===== src/rtl/nonce_scheduler_if.sv =====
// Work-unit, hasher and golden-nonce signals of nonce_scheduler.
// master = host/hasher side, slave = scheduler side.
interface nonce_scheduler_if;
    logic         work_valid;
    logic         work_ready;
    logic [255:0] work_midstate;
    logic [95:0]  work_data;
    logic [31:0]  work_nonce_start;
    logic [31:0]  work_nonce_end;
    logic [255:0] hash_midstate;
    logic [95:0]  hash_data;
    logic [31:0]  hash_nonce;
    logic         hash_en;
    logic         hash_match;
    logic         gn_valid;
    logic         gn_ready;
    logic [31:0]  gn_nonce;

    modport master (
        output work_valid, work_midstate, work_data, work_nonce_start, work_nonce_end,
        output hash_match, gn_ready,
        input  work_ready, hash_midstate, hash_data, hash_nonce, hash_en,
        input  gn_valid, gn_nonce
    );

    modport slave (
        input  work_valid, work_midstate, work_data, work_nonce_start, work_nonce_end,
        input  hash_match, gn_ready,
        output work_ready, hash_midstate, hash_data, hash_nonce, hash_en,
        output gn_valid, gn_nonce
    );
endinterface


===== src/rtl/nonce_scheduler.sv =====
// Work/nonce sequencer for the hasher pipeline with latency-corrected golden-nonce capture.
// Define GOLDEN_FIFO_EN for a GN_DEPTH-entry golden-nonce FIFO; otherwise a single overwrite register.
module nonce_scheduler #(
    parameter int PIPE_LAT = 22,
    parameter int GN_DEPTH = 4
) (
    input  logic             clk,
    input  logic             reset_in,
    input  logic             halt_in,
    nonce_scheduler_if.slave bus,
    output logic             busy
);
    localparam int              BW         = $clog2(PIPE_LAT + 1);
    localparam logic [BW-1:0]   ONE_B      = BW'(1);
    localparam logic [BW-1:0]   LAT_B      = BW'(PIPE_LAT);
    localparam logic [BW-1:0]   LAST_DRAIN = BW'(PIPE_LAT - 1);
    localparam logic [31:0]     LAT_32     = 32'(PIPE_LAT);

    typedef enum logic [1:0] {IDLE, RUN, DRAIN, HALT} state_t;

    state_t        state_reg, saved_reg, adv_state;
    logic          halt_meta_reg, halt_sync_reg;
    logic [255:0]  midstate_reg;
    logic [95:0]   data_reg;
    logic [31:0]   nonce_reg, end_reg, issue_reg;
    logic [BW-1:0] blank_reg, drain_reg;
    logic          hash_en_reg, work_ready_reg, busy_reg;
    logic          accept, gn_push;
    logic [31:0]   gn_push_nonce;

    // Depth only matters for the FIFO build, but it must stay a power of two >= 2.
    if (GN_DEPTH < 2 || (GN_DEPTH & (GN_DEPTH - 1)) != 0) begin : g_bad_gn_depth
    end

    assign accept        = bus.work_valid & work_ready_reg;
    assign gn_push       = hash_en_reg & bus.hash_match & (blank_reg == LAT_B) & ~accept;
    assign gn_push_nonce = issue_reg - LAT_32;

    always_ff @(posedge clk or negedge reset_in) begin
        if (!reset_in) begin
            halt_meta_reg <= 1'b1;
            halt_sync_reg <= 1'b1;
        end else begin
            halt_meta_reg <= halt_in;
            halt_sync_reg <= halt_meta_reg;
        end
    end

    // Where the sequence goes after the current hash_en cycle, ignoring halt.
    always_comb begin
        adv_state = state_reg;
        if (state_reg == RUN && nonce_reg == end_reg)
            adv_state = DRAIN;
        else if (state_reg == DRAIN && drain_reg == LAST_DRAIN)
            adv_state = IDLE;
    end

    // work_ready is loaded from halt_meta so it tracks the synchroniser one cycle later,
    // which keeps a handshake from ever coinciding with a halt transition.
    always_ff @(posedge clk or negedge reset_in) begin
        if (!reset_in) begin
            state_reg      <= IDLE;
            saved_reg      <= IDLE;
            midstate_reg   <= '0;
            data_reg       <= '0;
            nonce_reg      <= '0;
            end_reg        <= '0;
            issue_reg      <= '0;
            blank_reg      <= '0;
            drain_reg      <= '0;
            hash_en_reg    <= 1'b0;
            work_ready_reg <= 1'b1;
            busy_reg       <= 1'b0;
        end else if (accept) begin
            midstate_reg   <= bus.work_midstate;
            data_reg       <= bus.work_data;
            nonce_reg      <= bus.work_nonce_start;
            end_reg        <= bus.work_nonce_end;
            issue_reg      <= bus.work_nonce_start;
            blank_reg      <= '0;
            drain_reg      <= '0;
            state_reg      <= RUN;
            hash_en_reg    <= 1'b1;
            busy_reg       <= 1'b1;
            work_ready_reg <= halt_meta_reg;
        end else begin
            case (state_reg)
                IDLE: work_ready_reg <= halt_meta_reg;
                RUN, DRAIN: begin
                    issue_reg <= issue_reg + 32'd1;
                    if (blank_reg != LAT_B)
                        blank_reg <= blank_reg + ONE_B;
                    if (state_reg == RUN && nonce_reg != end_reg)
                        nonce_reg <= nonce_reg + 32'd1;
                    drain_reg <= (state_reg == DRAIN) ? drain_reg + ONE_B : '0;
                    if (adv_state == IDLE) begin
                        state_reg      <= IDLE;
                        hash_en_reg    <= 1'b0;
                        busy_reg       <= 1'b0;
                        work_ready_reg <= halt_meta_reg;
                    end else if (!halt_sync_reg) begin
                        state_reg      <= HALT;
                        saved_reg      <= adv_state;
                        hash_en_reg    <= 1'b0;
                        work_ready_reg <= 1'b0;
                    end else begin
                        state_reg      <= adv_state;
                        work_ready_reg <= (adv_state == RUN) & halt_meta_reg;
                    end
                end
                HALT: begin
                    if (halt_sync_reg) begin
                        state_reg      <= saved_reg;
                        hash_en_reg    <= 1'b1;
                        work_ready_reg <= (saved_reg == RUN) & halt_meta_reg;
                    end
                end
            endcase
        end
    end

    assign bus.work_ready    = work_ready_reg;
    assign bus.hash_midstate = midstate_reg;
    assign bus.hash_data     = data_reg;
    assign bus.hash_nonce    = nonce_reg;
    assign bus.hash_en       = hash_en_reg;
    assign busy              = busy_reg;

`ifdef GOLDEN_FIFO_EN
    localparam int            AW      = $clog2(GN_DEPTH);
    localparam logic [AW-1:0] ONE_P   = AW'(1);
    localparam logic [AW:0]   DEPTH_C = (AW + 1)'(GN_DEPTH);

    logic [GN_DEPTH-1:0][31:0] gn_mem;
    logic [AW-1:0]             wr_ptr_reg, rd_ptr_reg;
    logic [AW:0]               count_reg;
    logic                      overflow_reg;
    logic                      gn_pop, gn_write;

    // Pop is taken first, so a full FIFO that is also popped still accepts the push.
    assign gn_pop   = bus.gn_ready & (count_reg != '0);
    assign gn_write = gn_push & ((count_reg != DEPTH_C) | gn_pop);

    for (genvar gi = 0; gi < GN_DEPTH; gi++) begin : g_gn_entry
        logic [31:0] entry_reg;
        always_ff @(posedge clk or negedge reset_in) begin
            if (!reset_in)
                entry_reg <= '0;
            else if (gn_write && wr_ptr_reg == AW'(gi))
                entry_reg <= gn_push_nonce;
        end
        assign gn_mem[gi] = entry_reg;
    end

    always_ff @(posedge clk or negedge reset_in) begin
        if (!reset_in) begin
            wr_ptr_reg   <= '0;
            rd_ptr_reg   <= '0;
            count_reg    <= '0;
            overflow_reg <= 1'b0;
        end else begin
            if (gn_write)
                wr_ptr_reg <= wr_ptr_reg + ONE_P;
            if (gn_pop)
                rd_ptr_reg <= rd_ptr_reg + ONE_P;
            if (gn_write && !gn_pop)
                count_reg <= count_reg + 1'b1;
            else if (!gn_write && gn_pop)
                count_reg <= count_reg - 1'b1;
            if (gn_push && !gn_write)
                overflow_reg <= 1'b1;
        end
    end

    assign bus.gn_valid = (count_reg != '0);
    assign bus.gn_nonce = gn_mem[rd_ptr_reg];
`else
    logic        gn_valid_reg;
    logic [31:0] gn_nonce_reg;

    // A fresh push wins over a same-cycle pop and overwrites any unread value.
    always_ff @(posedge clk or negedge reset_in) begin
        if (!reset_in) begin
            gn_valid_reg <= 1'b0;
            gn_nonce_reg <= '0;
        end else if (gn_push) begin
            gn_valid_reg <= 1'b1;
            gn_nonce_reg <= gn_push_nonce;
        end else if (bus.gn_ready) begin
            gn_valid_reg <= 1'b0;
        end
    end

    assign bus.gn_valid = gn_valid_reg;
    assign bus.gn_nonce = gn_nonce_reg;
`endif
endmodule


===== src/flat_wrapper.sv =====
// flat-port wrapper written by rule: the top's interface ports become plain ports
module nonce_scheduler_flat 
#(
    parameter int PIPE_LAT = 22,
    parameter int GN_DEPTH = 4
)
  (clk, reset_in, halt_in, busy, bus_work_valid, bus_work_midstate, bus_work_data, bus_work_nonce_start, bus_work_nonce_end, bus_hash_match, bus_gn_ready, bus_work_ready, bus_hash_midstate, bus_hash_data, bus_hash_nonce, bus_hash_en, bus_gn_valid, bus_gn_nonce);
  nonce_scheduler_if bus_i ();
  input  logic clk;
  input  logic reset_in;
  input  logic halt_in;
  output logic busy;
  input wire logic [$bits(bus_i.work_valid)-1:0] bus_work_valid;
  input wire logic [$bits(bus_i.work_midstate)-1:0] bus_work_midstate;
  input wire logic [$bits(bus_i.work_data)-1:0] bus_work_data;
  input wire logic [$bits(bus_i.work_nonce_start)-1:0] bus_work_nonce_start;
  input wire logic [$bits(bus_i.work_nonce_end)-1:0] bus_work_nonce_end;
  input wire logic [$bits(bus_i.hash_match)-1:0] bus_hash_match;
  input wire logic [$bits(bus_i.gn_ready)-1:0] bus_gn_ready;
  output wire logic [$bits(bus_i.work_ready)-1:0] bus_work_ready;
  output wire logic [$bits(bus_i.hash_midstate)-1:0] bus_hash_midstate;
  output wire logic [$bits(bus_i.hash_data)-1:0] bus_hash_data;
  output wire logic [$bits(bus_i.hash_nonce)-1:0] bus_hash_nonce;
  output wire logic [$bits(bus_i.hash_en)-1:0] bus_hash_en;
  output wire logic [$bits(bus_i.gn_valid)-1:0] bus_gn_valid;
  output wire logic [$bits(bus_i.gn_nonce)-1:0] bus_gn_nonce;
  assign bus_i.work_valid = bus_work_valid;
  assign bus_i.work_midstate = bus_work_midstate;
  assign bus_i.work_data = bus_work_data;
  assign bus_i.work_nonce_start = bus_work_nonce_start;
  assign bus_i.work_nonce_end = bus_work_nonce_end;
  assign bus_i.hash_match = bus_hash_match;
  assign bus_i.gn_ready = bus_gn_ready;
  assign bus_work_ready = bus_i.work_ready;
  assign bus_hash_midstate = bus_i.hash_midstate;
  assign bus_hash_data = bus_i.hash_data;
  assign bus_hash_nonce = bus_i.hash_nonce;
  assign bus_hash_en = bus_i.hash_en;
  assign bus_gn_valid = bus_i.gn_valid;
  assign bus_gn_nonce = bus_i.gn_nonce;
  nonce_scheduler #(.PIPE_LAT(PIPE_LAT), .GN_DEPTH(GN_DEPTH)) u_core (.clk(clk), .reset_in(reset_in), .halt_in(halt_in), .bus(bus_i), .busy(busy));
endmodule

===== config.mk =====
export PLATFORM = sky130hd
export DESIGN_NAME = nonce_scheduler_flat
export DESIGN_NICKNAME = d
export VERILOG_FILES = /design/src/rtl/nonce_scheduler_if.sv /design/src/rtl/nonce_scheduler.sv /design/src/flat_wrapper.sv
export SDC_FILE = /design/constraint.sdc
export NUM_CORES = 1
export LEC_CHECK = 0
export ABC_AREA = 0
export BUFFER_PORTS_ARGS = -buffer_cell sky130_fd_sc_hd__clkbuf_2
export CORE_AREA = 2 2 330 332
export CTS_CLUSTER_DIAMETER = 60
export DETAILED_ROUTE_END_ITERATION = 8
export DIE_AREA = 0 0 332 334
export GPL_ROUTABILITY_DRIVEN = 1
export GPL_TIMING_DRIVEN = 0
export HOLD_SLACK_MARGIN = 0.02
export SYNTH_ARGS = -nofsm -noshare
export SYNTH_HDL_FRONTEND = slang
export SYNTH_SLANG_ARGS = --single-unit

===== constraint.sdc =====
create_clock -name clk -period 3.6 [get_ports clk]
set_clock_uncertainty 0.1 [all_clocks]
set_input_delay 0.54 -clock clk [delete_from_list [all_inputs] [get_ports clk]]
set_output_delay 0.54 -clock clk [all_outputs]
set_load 0.05 [all_outputs]

## Word-level counts from Yosys, hierarchy flattened

Cells that the tools add are included.

- Flip-flop bits (word level): 500
- Output and inout port bits: 420

- Reductions and logical operators: 18
- Equal/unequal tests: 12
- Bitwise gates (word level): 9
- Add/sub/neg operators: 5
- Multiplexer cells: 33

Operators with widths:

| cell | number |
|---|---|
| $mux W32 | 5 |
| $add A32 B1 Y32 const B | 2 |
| $eq A32 B32 Y1 | 1 |
| $ne A32 B32 Y1 | 1 |
| $sub A32 B5 Y32 const B | 1 |
| $mux W5 | 6 |
| $mux W1 | 13 |
| $mux W2 | 6 |
| $add A5 B1 Y5 const B | 2 |
| $eq A5 B5 Y1 const B | 2 |
| $reduce_bool A2 Y1 | 5 |
| $reduce_and A2 Y1 | 4 |
| $and A1 B1 Y1 | 6 |
| $eq A2 B1 Y1 const B | 3 |
| $ne A5 B5 Y1 const B | 1 |
| $eq A2 B2 Y1 const B | 2 |
| $logic_not A2 Y1 | 2 |
| $ne A4 B4 Y1 const B | 1 |
| $pmux W2 S2 | 1 |
| $reduce_and A4 Y1 | 1 |
| $logic_and A1 B1 Y1 | 3 |
| $ne A3 B1 Y1 const B | 1 |
| $not A1 Y1 | 3 |
| $pmux W1 S3 | 1 |
| 4 further kinds | 4 |

## Logic depth before layout (Yosys ltp)

Gate-level depths: netlist (run 1).

- Word-level depth: 10
- Depth in mapped cells: 9
- Mapped depth without buffers: 8

## Worst setup path after synthesis (run 1)

OpenSTA, ideal clock, no wires.

- Path kind: register to register
- Start: register u_core.nonce_reg[3], in the netlist u_core.bus.hash_nonce[3]
- End: register u_core.nonce_reg[30], in the netlist u_core.bus.hash_nonce[30]
- Cell stages (with the launch flop): 9
- Data arrival time: 2623 ps
- Buffers on the path: 2
- Period minus slack after synthesis: 2805 ps
- Slack: 795 ps
- Path through: dfrtp_1 -> buf_2 -> nand4_4 -> or4_4 -> nor3_2 -> nand4_2 -> buf_6 -> or4_1 -> a31oi_1

- Longest elaborated chain between the ends: 4
- Elaborated cells between the ends (all ways): 8

Ends and longest elaborated chain:

| item | RTL line | RTL |
|---|---|---|
| start: declaration | nonce_scheduler.sv:25 | `logic [31:0] nonce_reg, end_reg, issue_reg;` |
| start signal: assignment | nonce_scheduler.sv:77 | `nonce_reg <= bus.work_nonce_start;` |
| start signal: assignment | nonce_scheduler.sv:94 | `nonce_reg <= nonce_reg + 32'd1;` |
| $add A32 B1 Y32 / $ne A32 B32 Y1 (equally long branches) | nonce_scheduler.sv:94, nonce_scheduler.sv:93 |  |
| $mux W32 / $logic_and A1 B1 Y1 (equally long branches) | nonce_scheduler.sv:93 | `if (state_reg == RUN && nonce_reg != end_reg)` |
| $mux W32 / $reduce_bool A2 Y1 (equally long branches) | n/a |  |
| $mux W32 / $reduce_and A2 Y1 (equally long branches) | n/a |  |

Parallel ways exist; a longest one is shown, timed or not. The select of a mux whose other input is x is not followed.
A chain may end at the register's enable or synchronous reset.

## Worst setup path after layout (run 1)

- Start: register u_core.nonce_reg[2], in the netlist u_core.bus.hash_nonce[2]
- End: register u_core.nonce_reg[30], in the netlist u_core.bus.hash_nonce[30]

The elaborated chain is that of the path after synthesis.

==> summary.txt, run 1 <==
Global route
  – First-pass GRT wire length: 139 mm
  – GRT Total Usage: 0.166
  – Vias in the first global route: 21900
  – Initial antenna violation count: 14
  – Largest net degree at the start of global routing: 109
  – Total grt overflow: 0

Critical path
  – CP endpoint kind: flop
  – Worst R2R Start: u_core.bus.hash_nonce[2]
  – Reg2reg end: u_core.bus.hash_nonce[30]
  – Crit start category: flop
  – Crit path max fanout: 10
  – Critical path required time: 4.02 ns
  – Crit Path Category: reg2reg
  – R2R setup slack: 0.07 ns
  – R2R depth: 8
  – Arr. time, crit path: 3.95 ns

Floorplan
  – Starting Density: 0.194
  – Die W: 332 um
  – Die Y: 334 um
  – Row Count: 121
  – Die area: 111000 um^2
  – Core Region: 108000 um^2
  – I/O Pins: 842

Clocking
  – Clock Latency Late Sink: 0.62 ns
  – Worst-case clock buffer depth: 3
  – H-tree levels: 3
  – CTS tree: done
  – Reg clk slew, reported paths: 0.06 ns
  – Cts bufs inserted: 68
  – Clock tree root buffer cell: clkbuf_16
  – Clock Sinks: 500
  – Post-CTS setup repair buffer count: 0

Place
  – Pre-CTS setup slack: -0.526 ns
  – RD Place Congestion: 0.911
  – Placed cells: 4631
  – Port Buffers: 841
  – HPWL Detailed: 73.1 mm

Pwr
  – PwrDens: 1030 nW/um^2
  – Combinational power share: 0.495
  – Worst-case vdd ir drop: 0.000642 V
  – Int Pwr: 16.3 mW
  – Leak pwr: 16.9 nW
  – Total Power: 34.0 mW
  – Clock share of power: 0.207
  – P_sw: 17.7 mW
  – Sw frac: 0.521
  – Flop pwr share: 0.297

Yosys
  – Mux share of post-synthesis cell area: 0.00203
  – Post-synthesis async set-or-reset flop share: 1.00
  – Post-synth EDFFs: 0
  – Post-synthesis sequential area ratio: 0.597
  – Synth top cells by count: nand2_1 (1231), dfrtp_1 (497), clkbuf_1 (118)
  – Synth Flop Type: dfrtp_1
  – Synth Area in Adders: 0.00657
  – Simple-gate share of the synthesized area: 0.280
  – Syn Nets: 2804
  – Top cell type's share of synthesized area: 0.594
  – FF+latch count, synth: 500
  – Mean Syn Cell Area: 8.84 um^2
  – Yosys warnings: 0
  – Netlist cell types: 57
  – Largest family of logic cells by synthesized area: simple AND/OR/NAND/NOR gates
  – Post-synthesis compound-gate area fraction: 0.0465
  – Xor/xnor cell area share of the yosys netlist: 0.0393
  – Synth area leader: dfrtp_1
  – Count leader, synth: nand2_1
  – Post-synthesis instance area: 20900 um^2
  – Cells after synthesis: 2371
  – Synth area leaders: dfrtp_1 (59%), nand2_1 (22%), xnor2_1 (3.1%)

Cells and area
  – Finished Layout Cells: 5099
  – # nets final: 4057
  – Util after Layout: 0.305
  – Area grow syn2layout: 56.7%
  – Max FFs per register: 256
  – Layout cells sized above 1: 0.268

STA
  – Final setup viols: 0
  – Relative slew slack: 0.245
  – Unrepaired setup endpoints after global routing: no
  – Fin crit share: 0.980
  – Final Hold Viols: 0
  – Max-slew violations: 0
  – Slew @ Worst Pin: 1.12 ns
  – Max Freq: 283 MHz
  – Crit path time final: 3.53 ns
  – Final WS setup: 0.0721 ns

Min path
  – Hold path startpoint: bus_work_midstate[199]
  – Hold EP: u_core.bus.hash_midstate[199]
  – Hold Path Stages: 3
  – Hold crit path type: in2reg

Detailed routing
  – DR vias: 21500
  – Wire length per cell: 18.7 um
  – Final WL: 95.3 mm
  – DRT iter0 DRCs: 1478
  – First-pass DRT Iterations: 5
  – Drt drc: 0
  – Vias/cell: 4.22
  – Antenna-violating nets left: 0

Outcome
  – Status: finished clean

Job
  – Max Cap Viol: 0
[logic make-up (layout without fill, tap and decap cells)]
family,after synthesis,after routing
adders and majority gates,11,11
DFF,500,500
muxes,4,4
AOI/OAI and AO/OA,160,160
buffers and inverters,150,1455
xor gates and xnor gates,94,94
and+or+nand+nor,1452,1452
other,0,9
[power groups by stage]
stage / logic [mW] / clock network, mW / registers, mW
2_1_floorplan: 4.20 / 0 / 17.2
3_3_place_gp: 16.5 / 0 / 10.0
3_5_place_dp: 16.6 / 0 / 10.1
4_1_cts: 16.9 / 7.20 / 10.0
5_1_grt: 17.9 / 7.41 / 10.4
6_report: 16.8 / 7.04 / 10.1
[what timing repair did]
action                     in CTS  in global routing
hold endpoints to repair      406                  0
setup endpoints to repair     123                  4
gates resized for setup         3                  0
hold buffers                  339                  0
[worst max-delay path by stage]
| stage | cells after the start | slack, ns | to | startpoint |
|---|---|---|---|---|
| after detailed placement | 8 | -0.53 | u_core.bus.hash_data[35] | bus_work_valid |
| final | 8 | 0.07 | u_core.bus.hash_nonce[30] | u_core.bus.hash_nonce[2] |
| after global routing | 8 | 0.0007 | u_core.bus.hash_nonce[18] | u_core.bus.hash_nonce[30] |
| after global placement | 1 | -10.47 | u_core.bus.hash_midstate[129] | reset_in |
| after CTS | 8 | 0.07 | u_core.bus.hash_nonce[30] | u_core.bus.hash_nonce[30] |
| after floorplan | 8 | 0.80 | u_core.bus.hash_nonce[30] | u_core.bus.hash_nonce[3] |
[routing by layer]
metal / up-vias / track usage / wire (um)
met1: 10400 / 0.202 / 38900
met5: - / 0 / 42
li1: 10000 / - / -
met2: 911 / 0.274 / 44900
met4: 6 / 0.0707 / 3660
met3: 199 / 0.0459 / 7850
[layout by cell type, fill, tap and decap left out, drive strengths merged, types with 11 or more instances in the layout]
cell         instances
a21oi               46
a31oi               22
and3                16
buf                 21
clkbuf            1048
dfrtp              497
dlygate4sd3        339
ha                  11
inv                 29
nand2             1231
nand3               26
nand4               23
nor2                70
nor3                17
o21ai               46
o31ai               12
or3                 15
or4                 13
xnor2               74
xor2                20
[final cells by class]
class                   instances  area [um^2]
fillers                     11300        75000
clock buffers                  91         1960
plain buffers                 132          514
inverters                      16         60.1
flip-flops and latches        500        12500
multi-input cells            1721         7870
diodes                          9         22.5
well taps                    1414         1770
clock inverters                31          379
repair buffers               1185         7750
[per-stage QoR]
| stage | TNS, ns | hold slack (ns) | cell area (um^2) |
|---|---|---|---|
| global route | 0 | 0.0499 | 32800 |
| global placement | -5193.42 | 0.265 | 26900 |
| floorplan | 0 | 0.144 | 20900 |
| finish | 0 | 0.0722 | 32800 |
| detailed placement | -30.25 | 0.267 | 27100 |
| CTS | 0 | 0.0213 | 32800 |
[critical path, stage by stage (launching register included)]
cell	delay, ns
dfrtp_1	0.48
xnor2_1	0.42
nand4_1	0.27
nor4_2	0.79
a211o_1	0.44
buf_2	0.30
buf_2	0.29
o31ai_1	0.12
a31oi_1	0.20
Power figures use the tool's default switching activity.
==> run 2, diff against run 1 <==
--- a/config.mk
+++ b/config.mk
@@ -14,6 +14,7 @@
 export GPL_ROUTABILITY_DRIVEN = 1
 export GPL_TIMING_DRIVEN = 0
 export HOLD_SLACK_MARGIN = 0.02
+export RECOVER_POWER = 50
 export SYNTH_ARGS = -nofsm -noshare
 export SYNTH_HDL_FRONTEND = slang
 export SYNTH_SLANG_ARGS = --single-unit
==> summary.txt, run 2 (same netlist as run 1, synthesis figures left out) <==
Outcome
  – Status: finished, violations left (was finished clean)
  – Failing checks: capacitance limit, slew limit

Clocking
  – H-tree levels: 3 (unchanged)
  – Post-CTS setup repair buffer count: 0 (unchanged)
  – Reg clk slew, reported paths: 0.06 ns (about the same)
  – Cts bufs inserted: 68 (unchanged)
  – Clock Sinks: 500 (unchanged)
  – Clock tree root buffer cell: clkbuf_16 (unchanged)
  – Worst-case clock buffer depth: 3 (unchanged)
  – CTS tree: done (unchanged)
  – Clock Latency Late Sink: 0.62 ns (about the same)

Detailed routing
  – Wire length per cell: 18.7 um (about the same)
  – DRT iter0 DRCs: 1506 (was 1478)
  – Antenna-violating nets left: 0 (unchanged)
  – First-pass DRT Iterations: 6 (was 5)
  – DR vias: 21500 (about the same)
  – Drt drc: 0 (unchanged)
  – Final WL: 95.3 mm (about the same)
  – Vias/cell: 4.22 (about the same)

Pwr
  – Leak pwr: 15.7 nW (was 16.9 nW)
  – Total Power: 33.4 mW (was 34.0 mW)
  – PwrDens: 1040 nW/um^2 (was 1030 nW/um^2)
  – Worst-case vdd ir drop: 0.000631 V (was 0.000642 V)

Floorplan
  – Row Count: 121 (unchanged)
  – Starting Density: 0.194 (unchanged)
  – Die Y: 334 um (unchanged)
  – Core Region: 108000 um^2 (unchanged)
  – Die W: 332 um (unchanged)
  – I/O Pins: 842 (unchanged)
  – Die area: 111000 um^2 (unchanged)

Min path
  – Hold Path Stages: 3 (unchanged)
  – Hold crit path type: in2reg (unchanged)

Critical path
  – Crit start category: flop (unchanged)
  – Crit path max fanout: 10 (unchanged)
  – Critical path required time: 4.02 ns (about the same)
  – R2R depth: 8 (unchanged)
  – Crit Path Category: reg2reg (unchanged)
  – Arr. time, crit path: 3.95 ns (about the same)
  – CP endpoint kind: flop (unchanged)

Place
  – RD Place Congestion: 0.911 (unchanged)
  – Port Buffers: 841 (unchanged)
  – Pre-CTS setup slack: -0.526 ns (unchanged)
  – HPWL Detailed: 73.1 mm (unchanged)
  – Placed cells: 4631 (unchanged)

STA
  – Hold Slack: 0.0752 ns (was 0.0722 ns)
  – Max Freq: 283 MHz (about the same)
  – Final WS setup: 0.0717 ns (was 0.0721 ns)
  – Fin crit share: 0.980 (about the same)
  – Final setup viols: 0 (unchanged)
  – Slew @ Worst Pin: 1.73 ns (was 1.12 ns)
  – Final Hold Viols: 0 (unchanged)
  – Crit path time final: 3.53 ns (about the same)
  – Relative slew slack: -0.152 (was 0.245)
  – Unrepaired setup endpoints after global routing: no (unchanged)
  – Max-slew violations: 70 (was 0)

Cells and area
  – Layout cells sized above 1: 0.165 (was 0.268)
  – Commonest non-fill, non-tap cell in the layout: nand2_1 (unchanged)
  – Finished Layout Cells: 5099 (unchanged)
  – Max FFs per register: 256 (unchanged)
  – Fillers: 11500 (was 11300)
  – Most frequent cells in the layout: nand2_1 (1231), clkbuf_1 (501), dfrtp_1 (497) (was nand2_1 (1231), clkbuf_2 (841), dfrtp_1 (497))
  – # nets final: 4057 (unchanged)
  – Area grow syn2layout: 54.2% (was 56.7%)

Global route
  – Largest net degree at the start of global routing: 109 (unchanged)
  – Vias in the first global route: 21900 (unchanged)
  – First-pass GRT wire length: 139 mm (unchanged)
  – Initial antenna violation count: 14 (unchanged)
  – Total grt overflow: 0 (unchanged)
  – GRT Total Usage: 0.166 (unchanged)

Job
  – Max Cap Viol: 1 (was 0)
-- run 2: cell types whose count changed in the layout (fill, tap and decap cells not counted), sizes merged --
cell,previous run,this run
clkbuf,1048,1051
buf,21,18
-- run 2: path summary, 6_finish.rpt --
check / slack, ns / end / from
max reg2reg: 0.07 / u_core.bus.hash_nonce[30] / u_core.bus.hash_nonce[2]
min: 0.08 / u_core.bus.hash_midstate[187] / bus_work_midstate[187]
max in group asynchronous: 0.46 / u_core.bus.hash_midstate[139] / reset_in
max: 0.07 / u_core.bus.hash_nonce[30] / u_core.bus.hash_nonce[2]
min reg2reg: 0.28 / u_core.halt_sync_reg / u_core.halt_meta_reg
min in group asynchronous: 0.37 / u_core.end_reg[9] / reset_in
-- run 2: metal layers --
layer  vias up  routed length, um  GRT usage
met5         -                 42          0
met4         6               3770     0.0707
met3       205               7670     0.0459
met2       910              44900      0.274
met1     10300              38900      0.202
li1      10000                  -          -
-- run 2: repair_timing --
action                     CTS  global route
resized for setup            3             0
hold endpoints to repair   406             0
setup endpoints to repair  123             4
hold buffers               339             0
-- run 2: critical path: stages (launching register included) --
cell and delay [ns]:
dfrtp_1 0.48, xnor2_1 0.42, nand4_1 0.27, nor4_2 0.79, a211o_1 0.44, buf_2 0.30, buf_2 0.29, o31ai_1 0.12
a31oi_1 0.21
-- run 2: cell type report --
type                    count  area [um^2]  area share
diodes                      9         22.5    0.000697
plain buffers             132          514      0.0159
clock buffers              91         1960      0.0607
clock inverters            31          379      0.0117
inverters                  16         60.1     0.00186
multi-input cells        1721         7870       0.244
flip-flops and latches    500        12500       0.388
well taps                1414         1770      0.0548
repair buffers           1185         7210       0.223
-- run 2: metrics by stage --
stage               TNS [ns]  cell area [um^2]   util
floorplan                  0             20900      -
detailed placement    -30.25             27100  0.251
CTS                        0             32800  0.304
finish                     0             32300  0.300
global route               0             32300  0.300
global placement    -5193.42             26900  0.250
-- run 2: where the power goes --
part / leakage, nW / internal (mW) / switching, mW / total [mW]
registers: 6.17 / 8.17 / 1.91 / 10.1
logic: 8.40 / 3.35 / 13.0 / 16.3
clock network: 1.15 / 4.24 / 2.79 / 7.03
